[config.mk]
export PLATFORM = sky130hd
export DESIGN_NAME = mips_cpu_fetch_unit
export DESIGN_NICKNAME = d
export VERILOG_FILES = /design/src/rtl/mips_cpu_fetch_unit.sv
export SDC_FILE = /design/constraint.sdc
export NUM_CORES = 1
export LEC_CHECK = 0
export CAP_MARGIN = 20
export CORE_MARGIN = 8
export CORE_UTILIZATION = 40
export DETAILED_ROUTE_END_ITERATION = 10
export PLACE_DENSITY_LB_ADDON = 0.3
export SLEW_MARGIN = 20
export SYNTH_ARGS = -nofsm -noshare
export SYNTH_HDL_FRONTEND = slang
export SYNTH_SLANG_ARGS = --single-unit
[constraint.sdc]
create_clock -name clk -period 5.94 [get_ports clk]
set_clock_uncertainty 0.1 [all_clocks]
set_input_delay 0.891 -clock clk [delete_from_list [all_inputs] [get_ports clk]]
set_output_delay 0.891 -clock clk [all_outputs]
set_load 0.05 [all_outputs]
[src/rtl/mips_cpu_fetch_unit.sv]
// MIPS instruction fetch unit.
// Issues word reads over an Avalon-style read interface, hands each returned
// word and its address to the decode path through a valid/ready handshake,
// and owns the fetch PC (sequential, redirected, or halted on next PC of 0).
module mips_cpu_fetch_unit #(
  parameter logic [31:0] RESET_VECTOR = 32'hBFC00000
) (
  input  logic        clk,
  input  logic        rst_n,
  input  logic        enable,
  output logic [31:0] mem_address,
  output logic        mem_read,
  output logic [3:0]  mem_byteenable,
  input  logic        mem_waitrequest,
  input  logic [31:0] mem_readdata,
  output logic [31:0] instr,
  output logic [31:0] instr_pc,
  output logic        instr_valid,
  input  logic        instr_ready,
  input  logic        redirect,
  input  logic [31:0] redirect_pc,
  output logic        halted
);

  typedef enum logic [1:0] {
    IDLE,
    FETCH,
    HOLD,
    HALTED
  } state_t;

  state_t      state;
  logic [31:0] fetch_pc;
  logic [31:0] pending_pc;
  logic        pending;
  logic [31:0] redirect_aligned;
  logic [31:0] next_pc;

  // The request address is the fetch PC itself; it only moves on accept, so
  // it is naturally stable while the slave stalls.
  assign mem_address      = fetch_pc;
  assign mem_byteenable   = mem_read ? 4'b1111 : 4'b0000;
  assign redirect_aligned = {redirect_pc[31:2], 2'b00};

  // Next fetch address: a same-cycle redirect beats a stored one, which beats
  // the sequential increment.
  always_comb begin
    // NOTE: assign a default before any branch so the combinational block can
    // never hold a stale value (no latch is inferred).
    next_pc = fetch_pc + 32'd4;
    if (redirect) begin
      next_pc = redirect_aligned;
    end else if (pending) begin
      next_pc = pending_pc;
    end
  end

  // Fetch FSM with registered bus and instruction outputs.
  always_ff @(posedge clk or negedge rst_n) begin
    // NOTE: all state here uses non-blocking assignments so every register
    // samples the pre-edge values, independent of statement order.
    if (!rst_n) begin
      state       <= IDLE;
      fetch_pc    <= RESET_VECTOR;
      pending_pc  <= 32'd0;
      pending     <= 1'b0;
      mem_read    <= 1'b0;
      instr       <= 32'd0;
      instr_pc    <= 32'd0;
      instr_valid <= 1'b0;
      halted      <= 1'b0;
    end else begin
      case (state)
        IDLE: begin
          if (redirect) begin
            pending_pc <= redirect_aligned;
            pending    <= 1'b1;
          end
          if (enable) begin
            state    <= FETCH;
            mem_read <= 1'b1;
          end
        end

        FETCH: begin
          // A redirect here is remembered; the word in flight is the delay slot.
          if (redirect) begin
            pending_pc <= redirect_aligned;
            pending    <= 1'b1;
          end
          if (!mem_waitrequest) begin
            instr       <= mem_readdata;
            instr_pc    <= fetch_pc;
            instr_valid <= 1'b1;
            mem_read    <= 1'b0;
            state       <= HOLD;
          end
        end

        HOLD: begin
          if (instr_ready) begin
            instr_valid <= 1'b0;
            fetch_pc    <= next_pc;
            pending     <= 1'b0;
            if (next_pc == 32'd0) begin
              halted <= 1'b1;
              state  <= HALTED;
            end else if (enable) begin
              mem_read <= 1'b1;
              state    <= FETCH;
            end else begin
              state <= IDLE;
            end
          end else if (redirect) begin
            pending_pc <= redirect_aligned;
            pending    <= 1'b1;
          end
        end

        HALTED: begin
          // Sticky until reset.
          halted <= 1'b1;
        end

        default: begin
          state    <= IDLE;
          mem_read <= 1'b0;
        end
      endcase
    end
  end

endmodule

==> results by group <==
Global route
  – Grt ovf: 0
  – Vias in the first global route: 5,547
  – Antenna violations before repair: 0
  – GRT Util Overall: 19.5%
  – Largest net degree at the start of global routing: 81
  – First-pass GRT wire length: 30,600 microns

STA
  – Final Hold Viols: 0
  – Max Slew Vio Count: 0
  – Max Freq: 0.255 GHz
  – Setup_tns: 0 ns
  – Relative slew margins: 37.8%
  – RSZ-0062 raised after global routing: no
  – Fin crit share: 66.0%
  – Final min period: 3.92 ns
  – Final setup fails: 0
  – Worst-Margin Slew: 0.934 ns

Drt
  – Met3 WL: 1620 microns
  – Vias: 5,338
  – Initial DRC Count: 486
  – Remaining DRCs: 0
  – Drt first pass iters: 5
  – Met2 wire length: 9640 microns
  – M1 WL: 7510 microns
  – ANT nets after route: 0
  – Total Routed Length: 19,400 microns
  – Drt via density: 5.54
  – Avg WL per Cell: 20.1 microns
  – Top Metal Used: met4

Worst hold path
  – HP Class: register to register
  – Hold depth: 1

CTS
  – Clk_lat worst skew: 0.42 ns
  – CTS tree: yes
  – Total CTS buffers: 17
  – CTS clk-pin slew, worst paths: 0.06 ns
  – CTS Buffer Depth: 2
  – Buffer count from post-CTS setup fixing: 0
  – CTS Hold Bufs: 0
  – Clock H-tree levels: 4
  – Clk sinks: 132
  – Post-CTS sizing: 0
  – Clock root buffer: clkbuf_16

Setup path
  – Crit end category: register
  – Slowest stage delay, CP: 0.73 ns
  – Critical-path cell list: clkdlybuf4s50_1 > buf_4 > nor2b_1 > a22o_1 > a221oi_1 > nand2_1 > nor4_1 > and4_1 > a31oi_1 > o22a_1
  – CP required: 6.14 ns
  – R2r worst-path depth: 8
  – CP Data Arrival Time: 4.12 ns
  – Worst setup SP type: input port
  – Worst path slowest cell: clkdlybuf4s50_1
  – Setup CP Type: input port to register
  – Max FO, Critical Path: 25

Yosys
  – Mapped cell area: 6460 sq um
  – Area leader, netlist: dfrtp_1
  – Mapped Cells: 582
  – Synth async-reset ratio: 100%
  – Commonest cells post-synth: dfrtp_1 (123), mux2_2 (96), nand2_1 (59)
  – Count leader, synth: dfrtp_1
  – Warnings from Yosys: 0
  – Area share of the largest cell type after synthesis: 47.7%
  – Most used flip-flop cell after synthesis: dfrtp_1
  – Synth Net Count: 658
  – Yosys cell types: 57
  – EDFF count, synth: 0
  – Yosys reg bits: 132
  – Synth area leaders: dfrtp_1 (48%), mux2_2 (17%), dfstp_2 (3.7%)
  – Synthesized area per cell: 11.1 sq um
  – Seq/Total Area, Yosys: 51.3%

Power and ir drop
  – Maximum VDD drop: 0.000333 V
  – Total power: 0.00564 W
  – Power per cell area: 636 nW/um^2
  – Leakage power: 3.56 nW

Die
  – Initial Util: 40.8%
  – Rows: 46
  – Core area: 15,800 sq um
  – Die Y: 143 microns
  – Die X: 143 microns
  – Die area: 20,500 sq um
  – I/O pin count: 173

Placement
  – Post-placement cell area: 8300 sq um
  – Post-DP HPWL: 14,200 microns
  – IO Port Bufs: 170
  – GP Congestion: 0.863

Run status
  – Run status: finished clean

Cells and area
  – Share of layout cells above drive strength 1: 20.5%
  – Final core occ: 56.0%
  – Nets@finish: 811
  – # diodes: 0
  – Area growth syn-to-layout: 37.3%
  – Final instance area: 8870 sq um
  – Filler cells: 1,350

Job
  – Max cap viols: 0
[metal layers]
layer / GRT usage, % / vias to the layer above
met5: 0 / -
met3: 5.44 / 46
li1: - / 2428
met4: 9.40 / 0
met2: 32.0 / 237
met1: 23.1 / 2627
[critical path, delay by kind of cell]
| kind | cells | cell delay [ns] |
|---|---|---|
| and+or+nand+nor | 4 | 1.16 |
| buffers and inverters | 2 | 1.10 |
| AOI/OAI and AO/OA | 4 | 0.95 |
[power breakdown]
part	internal, W	total, W	switching, W
registers	0.00132	0.00175	0.000426
logic	0.00109	0.00291	0.00182
clock network	0.000602	0.000978	0.000376
[flip-flops by register name (all words and copies together) (netlist names)]
| register | cells |
|---|---|
| instr | 32 |
| instr_pc | 32 |
| mem_address | 32 |
| pending_pc | 30 |
| state | 2 |
| halted | 1 |
| instr_valid | 1 |
| mem_read | 1 |
| pending | 1 |
[metrics by stage]
stage                     hold slack [ns]  std cells  setup WS, ns
final                               0.401        963          2.02
after global placement              0.382        931          1.84
after global routing                0.414        963          1.92
after detailed placement            0.389        931          1.74
after floorplan                     0.370        582          2.71
after CTS                           0.402        962          2.16
[path summary, 6_finish.rpt]
check	from	slack, ns	to
setup / recovery	redirect	2.02	mem_read
hold / removal	pending_pc[26]	0.40	pending_pc[26]
setup reg to reg	mem_address[5]	2.32	mem_read
hold reg to reg	pending_pc[26]	0.40	pending_pc[26]
max in group asynchronous	rst_n	4.17	instr[0]
min in group asynchronous	rst_n	0.41	instr[29]
[kinds of logic after synthesis]
group / share of synthesized area [%]
AND/OR/NAND/NOR: 13.9
XOR/XNOR: 1.76
adder cells (fa/ha/maj): 1.16
AO/OA/AOI/OAI: 10.3
multiplexers: 18.0
flip-flops: 51.3
buffers and inverters: 3.49
[cells in the final DEF, fill, tap and decap left out, types with 9 or more instances in the layout]
cell type / netlist / layout
clkdlybuf4s50_1: 0 / 169
dfrtp_1: 123 / 123
mux2_2: 96 / 96
nand2_1: 59 / 59
nor2_1: 33 / 32
a31oi_1: 19 / 19
o21ai_0: 18 / 18
clkbuf_16: 0 / 17
nor4_1: 15 / 15
nand3_1: 14 / 14
nor3_1: 10 / 10
a21oi_1: 10 / 10
dfstp_2: 9 / 9
[final cells by class]
| type | instances | area [sq um] | area share (%) |
|---|---|---|---|
| multi-input combinational | 397 | 2930 | 33.0 |
| sequential | 132 | 3310 | 37.4 |
| tap | 216 | 270 | 3.05 |
| clock buffer | 22 | 474 | 5.35 |
| inverter | 10 | 37.5 | 0.423 |
| clock inverter | 9 | 80.1 | 0.903 |
| timing repair buffer | 177 | 1760 | 19.9 |
No activity file was read; power rests on OpenSTA's default activity.
